[config.mk]
export PLATFORM = sky130hd
export DESIGN_NAME = if_ctrl_flat
export DESIGN_NICKNAME = d
export VERILOG_FILES = /design/src/rtl/if_ctrl_pkg.sv /design/src/rtl/if_ctrl_if.sv /design/src/rtl/if_out_reg.sv /design/src/rtl/if_ctrl.sv /design/src/flat_wrapper.sv
export SDC_FILE = /design/constraint.sdc
export NUM_CORES = 1
export LEC_CHECK = 0
export BUFFER_PORTS_ARGS = -buffer_cell sky130_fd_sc_hd__buf_2
export CAP_MARGIN = 20
export CORE_MARGIN = 3
export CORE_UTILIZATION = 35
export DETAILED_ROUTE_END_ITERATION = 6
export GPL_TIMING_DRIVEN = 0
export HOLD_SLACK_MARGIN = 0.06
export MAX_ROUTING_LAYER = met4
export PLACE_DENSITY = 0.69
export SYNTH_ARGS = -nofsm -noshare
export SYNTH_HDL_FRONTEND = slang
export SYNTH_HIERARCHICAL = 1
export SYNTH_SLANG_ARGS = --single-unit
[constraint.sdc]
create_clock -name clk -period 2.8 [get_ports clk]
set_input_delay 0.14 -clock clk [delete_from_list [all_inputs] [get_ports clk]]
set_output_delay 0.14 -clock clk [all_outputs]
set_load 0.05 [all_outputs]
[src/rtl/if_ctrl_pkg.sv]
// Shared types and defaults for the fetch-stage sequencer: exception codes,
// FSM states and the exception-priority helper.
package if_ctrl_pkg;

  localparam int unsigned      PC_WIDTH_DEF    = 32;
  localparam int unsigned      INSTR_WIDTH_DEF = 32;
  localparam logic [31:0]      RESET_PC_DEF    = 32'h0000_0000;

  typedef enum logic [1:0] {
    EXC_NONE     = 2'b00,
    EXC_MISALIGN = 2'b01,
    EXC_BUS_ERR  = 2'b10
  } exc_e;

  typedef enum logic {
    IFC_RUN  = 1'b0,
    IFC_HALT = 1'b1
  } ifc_state_e;

  // Misalign takes precedence when the bus raises both flags.
  function automatic exc_e exc_code(input logic misalign, input logic bus_err);
    if (misalign)     return EXC_MISALIGN;
    else if (bus_err) return EXC_BUS_ERR;
    else              return EXC_NONE;
  endfunction

endpackage

[src/rtl/if_ctrl_if.sv]
// Instruction-fetch bus plus the fetch-to-decode valid/ready handshake.
// master = fetch stage (if_ctrl), slave = bus/decode side.
interface if_ctrl_if #(
  parameter int unsigned PC_WIDTH    = 32,
  parameter int unsigned INSTR_WIDTH = 32
);
  logic [PC_WIDTH-1:0]    fetch_pc_o;
  logic [INSTR_WIDTH-1:0] fetch_instr_i;
  logic                   fetch_misalign_i;
  logic                   fetch_bus_err_i;
  logic                   id_valid_o;
  logic                   id_ready_i;
  logic [PC_WIDTH-1:0]    id_pc_o;
  logic [INSTR_WIDTH-1:0] id_instr_o;
  logic [1:0]             id_exc_o;

  modport master (
    output fetch_pc_o,
    input  fetch_instr_i, fetch_misalign_i, fetch_bus_err_i,
    output id_valid_o, id_pc_o, id_instr_o, id_exc_o,
    input  id_ready_i
  );

  modport slave (
    input  fetch_pc_o,
    output fetch_instr_i, fetch_misalign_i, fetch_bus_err_i,
    input  id_valid_o, id_pc_o, id_instr_o, id_exc_o,
    output id_ready_i
  );
endinterface

[src/rtl/if_out_reg.sv]
// Single-entry valid/ready pipeline register with synchronous flush.
// Payload holds its last value whenever no new entry is loaded.
module if_out_reg #(
  parameter int unsigned WIDTH = 8
) (
  input  logic             clk,
  input  logic             rst_n,
  input  logic             flush,
  input  logic             in_valid,
  output logic             in_ready,
  input  logic [WIDTH-1:0] in_data,
  output logic             out_valid,
  input  logic             out_ready,
  output logic [WIDTH-1:0] out_data
);

  assign in_ready = !out_valid || out_ready;

  always_ff @(posedge clk) begin
    if (!rst_n) begin
      out_valid <= 1'b0;
      out_data  <= '0;
    end else if (flush) begin
      out_valid <= 1'b0;
    end else if (in_valid && in_ready) begin
      out_valid <= 1'b1;
      out_data  <= in_data;
    end else if (out_ready) begin
      out_valid <= 1'b0;
    end
  end

endmodule

[src/rtl/if_ctrl.sv]
// Fetch-stage sequencer: owns the PC, drives the combinational fetch bus and
// registers {pc, instr, exception} into the decode-facing output stage.
module if_ctrl
  import if_ctrl_pkg::*;
#(
  parameter int unsigned         PC_WIDTH    = PC_WIDTH_DEF,
  parameter int unsigned         INSTR_WIDTH = INSTR_WIDTH_DEF,
  parameter logic [PC_WIDTH-1:0] RESET_PC    = PC_WIDTH'(RESET_PC_DEF)
) (
  input  logic                clk,
  input  logic                rst_n,
  input  logic                redirect_valid_i,
  input  logic [PC_WIDTH-1:0] redirect_pc_i,
  input  logic                trap_valid_i,
  input  logic [PC_WIDTH-1:0] trap_pc_i,
  if_ctrl_if.master           bus
);

  localparam int unsigned ENTRY_W = PC_WIDTH + INSTR_WIDTH + 2;

  logic [PC_WIDTH-1:0] pc;
  ifc_state_e          state;
  exc_e                code;
  logic                flush;
  logic                fetch_valid;
  logic                out_in_ready;
  logic                accept;
  logic [ENTRY_W-1:0]  entry_in;
  logic [ENTRY_W-1:0]  entry_out;

  assign bus.fetch_pc_o = pc;
  assign code           = exc_code(bus.fetch_misalign_i, bus.fetch_bus_err_i);
  assign flush          = trap_valid_i || redirect_valid_i;
  assign fetch_valid    = (state == IFC_RUN);
  assign accept         = fetch_valid && out_in_ready;
  assign entry_in       = {pc, bus.fetch_instr_i, code};

  // A faulting fetch is captured once, then PC freezes until a redirect/trap.
  always_ff @(posedge clk) begin
    if (!rst_n) begin
      pc    <= RESET_PC;
      state <= IFC_RUN;
    end else if (trap_valid_i) begin
      pc    <= trap_pc_i;
      state <= IFC_RUN;
    end else if (redirect_valid_i) begin
      pc    <= redirect_pc_i;
      state <= IFC_RUN;
    end else if (accept) begin
      if (code == EXC_NONE) pc    <= pc + PC_WIDTH'(4);
      else                  state <= IFC_HALT;
    end
  end

  // Flush has priority inside the output stage, so a redirect/trap drops the
  // current fetch and any held entry regardless of id_ready_i.
  if_out_reg #(
    .WIDTH (ENTRY_W)
  ) u_out_reg (
    .clk       (clk),
    .rst_n     (rst_n),
    .flush     (flush),
    .in_valid  (fetch_valid),
    .in_ready  (out_in_ready),
    .in_data   (entry_in),
    .out_valid (bus.id_valid_o),
    .out_ready (bus.id_ready_i),
    .out_data  (entry_out)
  );

  assign {bus.id_pc_o, bus.id_instr_o, bus.id_exc_o} = entry_out;

endmodule

[src/flat_wrapper.sv]
// flat-port wrapper written by rule: the top's interface ports become plain ports
module if_ctrl_flat import if_ctrl_pkg::*;
#(
  parameter int unsigned         PC_WIDTH    = PC_WIDTH_DEF,
  parameter int unsigned         INSTR_WIDTH = INSTR_WIDTH_DEF,
  parameter logic [PC_WIDTH-1:0] RESET_PC    = PC_WIDTH'(RESET_PC_DEF)
)
  (clk, rst_n, redirect_valid_i, redirect_pc_i, trap_valid_i, trap_pc_i, bus_fetch_pc_o, bus_fetch_instr_i, bus_fetch_misalign_i, bus_fetch_bus_err_i, bus_id_valid_o, bus_id_pc_o, bus_id_instr_o, bus_id_exc_o, bus_id_ready_i);
  if_ctrl_if #(.PC_WIDTH(PC_WIDTH), .INSTR_WIDTH(INSTR_WIDTH)) bus_i ();
  input  logic clk;
  input  logic rst_n;
  input  logic redirect_valid_i;
  input  logic [PC_WIDTH-1:0] redirect_pc_i;
  input  logic trap_valid_i;
  input  logic [PC_WIDTH-1:0] trap_pc_i;
  output wire logic [$bits(bus_i.fetch_pc_o)-1:0] bus_fetch_pc_o;
  input wire logic [$bits(bus_i.fetch_instr_i)-1:0] bus_fetch_instr_i;
  input wire logic [$bits(bus_i.fetch_misalign_i)-1:0] bus_fetch_misalign_i;
  input wire logic [$bits(bus_i.fetch_bus_err_i)-1:0] bus_fetch_bus_err_i;
  output wire logic [$bits(bus_i.id_valid_o)-1:0] bus_id_valid_o;
  output wire logic [$bits(bus_i.id_pc_o)-1:0] bus_id_pc_o;
  output wire logic [$bits(bus_i.id_instr_o)-1:0] bus_id_instr_o;
  output wire logic [$bits(bus_i.id_exc_o)-1:0] bus_id_exc_o;
  input wire logic [$bits(bus_i.id_ready_i)-1:0] bus_id_ready_i;
  assign bus_fetch_pc_o = bus_i.fetch_pc_o;
  assign bus_i.fetch_instr_i = bus_fetch_instr_i;
  assign bus_i.fetch_misalign_i = bus_fetch_misalign_i;
  assign bus_i.fetch_bus_err_i = bus_fetch_bus_err_i;
  assign bus_id_valid_o = bus_i.id_valid_o;
  assign bus_id_pc_o = bus_i.id_pc_o;
  assign bus_id_instr_o = bus_i.id_instr_o;
  assign bus_id_exc_o = bus_i.id_exc_o;
  assign bus_i.id_ready_i = bus_id_ready_i;
  if_ctrl #(.PC_WIDTH(PC_WIDTH), .INSTR_WIDTH(INSTR_WIDTH), .RESET_PC(RESET_PC)) u_core (.clk(clk), .rst_n(rst_n), .redirect_valid_i(redirect_valid_i), .redirect_pc_i(redirect_pc_i), .trap_valid_i(trap_valid_i), .trap_pc_i(trap_pc_i), .bus(bus_i));
endmodule
==> summary.md <==
| Metric | Value |
|---|---|
| Filler cells | 1387 |
| Dpl cell area | 6334 um2 |
| Crit path to | u_core/bus.fetch_pc_o[25]$_SDFFE_PN0P_ |
| Slew headroom | 52.03% |
| Tmin final | 2176 ps |
| CTS Sinks | 100 |
| First-pass GRT wire length | 27500 um |
| Row count | 43 |
| Final instance area | 6959 um2 |
| GPL Wtd Cong | 0.8718 |
| TritonCTS clock tree | done |
| Worst Tran Pin Value | 719.6 ps |
| WL per Instance | 16.93 um |
| Worst setup path startpoint | u_core/bus.fetch_pc_o[4]$_SDFFE_PN0P_ |
| Die width | 126.8 um |
| CTS resizes | 0 |
| YS warnings | 6 |
| Largest net degree at the start of global routing | 16 |
| All-Layer GR Usage | 22.05% |
| Stages on worst setup path | 5 |
| Via count | 5249 |
| Crit-path leading delay family | simple AND/OR/NAND/NOR gates |
| Ranking of synthesized cells by area | dfxtp_1 39%, mux2i_1 15%, nand2_1 12% |
| Peak supply drop | 0.3112 mV |
| Chip height | 126.8 um |
| Critical path's slowest cell | nor3_2 |
| DR vias/cell | 5.111 |
| H-tree depth | 3 |
| Final HPWL DP | 12640 um |
| Seq/Total Area, Yosys | 39.20% |
| Setup CP Type | reg -> reg |
| Post-synth EDFFs | 0 |
| Tcrit/Tclk final | 77.72% |
| Number of DRC markers in iteration 0 | 463 |
| Clock tree buffer depth | 2 |
| Cell Pwr Density | 516.8 nW/um2 |
| Crit. End Element | register |
| Buffer and inverter count on the worst path | 0 |
| Synth area leader | dfxtp_1 |
| Clk_skew | 11.11 ps |
| Cells along the critical path | nand4_1, nor3_2, and2_1, o21ai_1, a221o_1 |
| Max cap viols | 0 |
| Cts bufs inserted | 9 |
| Residual DRC | 0 |
| Root Buffer | clkbuf_16 |
| Mean post-synth cell area | 8.584 um2 |
| Final Hold Viols | 0 |
| Syn-to-layout area delta | 36.26% |
| Core ar. | 14100 um2 |
| Vias in the first global route | 5124 |
| Worst reg2reg path endpoint | u_core/bus.fetch_pc_o[25]$_SDFFE_PN0P_ |
| CP startpoint kind | register |
| Worst reg2reg setup slack | 620 ps |
| Reg clk slew, reported paths | 70 ps |
| Post-Syn Instances | 595 |
| Initial cell density of the core | 36.23% |
| Post-layout nets | 944 |
| Clk_lat worst skew | 350 ps |
| Top FF cell, synth | dfxtp_1 |
| Status | completed |
| Max FO, Critical Path | 7 |
| Overall power | 0.003597 W |
| Mapped cell area | 5107 um2 |
| Die area | 16080 um2 |
| CP required | 3030 ps |
| Critical Path Max Stage Delay | 540 ps |
| RSZ-0062 raised after global routing | no |
| Initial antenna violation count | 2 |
| PortBufs | 200 |
| Setup TNS | 0 ps |
| Post-synth ARST share | 0% |
| Worst setup margin | 624.0 ps |
| Post-synth top area share | 39.20% |
| Leak pwr | 3.202 nW |
| Layout cells sized above 1 | 30.41% |
| Top Ports | 202 |
| Pre-CTS setup slack | 638.8 ps |
| R2R depth | 5 |
| Max Freq | 0.4596 GHz |
| Worst r2r src | u_core/bus.fetch_pc_o[4]$_SDFFE_PN0P_ |
| Final WL | 17390 um |
| Pins Over Slew Limit | 0 |
| Antenna Nets Post-Route | 0 |
| Synth cell types | 61 |
| Endpoints failing setup | 0 |
| GR Overflow Total | 0 |
| WP data arrival | 2410 ps |
| Post-Syn Nets | 699 |
| Yosys reg bits | 100 |
| Worst hold path class | in -> reg |
| Drt first pass iters | 5 |
[logic make-up (layout without fill, tap and decap cells)]
| kind of cell | count (synthesis) | in the layout | synth area share, % |
|---|---|---|---|
| adder cells (fa/ha/maj) | 1 | 1 | 0.2449 |
| multiplexers | 76 | 76 | 14.89 |
| other | 0 | 2 | 0 |
| AO/OA/AOI/OAI | 113 | 113 | 14.33 |
| XOR/XNOR | 13 | 13 | 2.229 |
| AND/OR/NAND/NOR | 236 | 236 | 23.10 |
| flip-flops | 100 | 100 | 39.20 |
| buffers and inverters | 56 | 306 | 6.002 |
[placed cells by master (no fill, tap or decap), drive strengths merged, types with 11 or more instances in the layout]
master,instances
nand3,11
mux2i,76
nor2,13
a21oi,39
inv,15
dfxtp,100
clkbuf,32
o21ai,32
nand2,158
buf,221
dlygate4sd3,34
[worst min-delay path, cell delays in order]
cell and delay (ps):
buf_2 80, a21oi_1 60, a21oi_1 130
[metrics by stage]
step | utilization (%) | instances | hold WS [ps]
after floorplan | - | 595 | 277.8
after global placement | 44.93 | 975 | 366.7
after detailed placement | 44.93 | 975 | 369.7
after CTS | 49.33 | 1025 | 69.54
after global routing | 49.37 | 1027 | 83.86
final | 49.37 | 1027 | 89.92
[layout make-up]
class / count / area, um2 / share of cell area (%)
diodes: 2 / 5.005 / 0.07192
plain buffers: 41 / 250.2 / 3.596
clock buffers: 12 / 256.5 / 3.686
clock inverters: 4 / 23.77 / 0.3416
inverters: 15 / 56.30 / 0.8091
multi-input cells: 439 / 2799 / 40.22
flip-flops and latches: 100 / 2002 / 28.77
well taps: 180 / 225.2 / 3.236
repair buffers: 234 / 1341 / 19.27
[worst min-delay path by stage]
stage	end	slack, ps	cells past startpoint	start
after floorplan	u_core/bus.fetch_pc_o[0]$_SDFFE_PN0P_	280	1	trap_pc_i[0]
after detailed placement	u_core/bus.fetch_pc_o[1]$_SDFFE_PN0P_	370	2	trap_pc_i[1]
after global placement	u_core/bus.fetch_pc_o[1]$_SDFFE_PN0P_	370	2	trap_pc_i[1]
after global routing	u_core/bus.fetch_pc_o[12]$_SDFFE_PN0P_	80	3	trap_pc_i[12]
final	u_core/bus.fetch_pc_o[7]$_SDFFE_PN0P_	90	3	trap_pc_i[7]
after CTS	u_core/bus.fetch_pc_o[9]$_SDFFE_PN0P_	70	3	trap_pc_i[9]
[sequential cells by signal, summed over array words and instances (netlist names)]
name,cells
u_core/bus.fetch_pc_o,32
u_core/state,1
u_core/u_out_reg/out_data,66
u_core/u_out_reg/out_valid,1
[per-layer routing]
layer  wire length (um)  vias to the layer above  track usage [%]
met5                  0                        -                -
li1                   -                     2577                -
met3               1372                       36            4.800
met1               7543                     2397            28.08
met4                381                        0            8.391
met2               8090                      239            34.34
[what timing repair did]
action                                 4_1_cts  5_1_grt
buffers inserted                             0        0
hold buffers                                34        0
endpoints found under the hold margin       34        0
[synthesized netlist by cell type (all sizes together) (2+ instances only)]
library cell and count:
a41oi 3, dfxtp 100, nor3b 5, and3 5, nor2 13, o311ai 2
and2 2, mux2i 76, inv 15, nand2 158, a22o 5, a221o 3
o21ai 32, or4 3, a21boi 2, o211ai 4, a22oi 5, o221ai 3
nand4 10, nand2b 3, xnor2 5, nor2b 5, clkbuf 20, nor4 7
o211a 7, xor2 8, nor3 9, nand3 11, buf 21, a21oi 39
[power by group]
group | total, W | switching, W | leakage, nW | internal (W)
combinational | 0.000823 | 0.000544 | 2.24 | 0.000279
sequential | 0.00158 | 0.0000852 | 0.818 | 0.00150
clock | 0.00119 | 0.000541 | 0.142 | 0.000649
(Power assumes the default switching activity.)
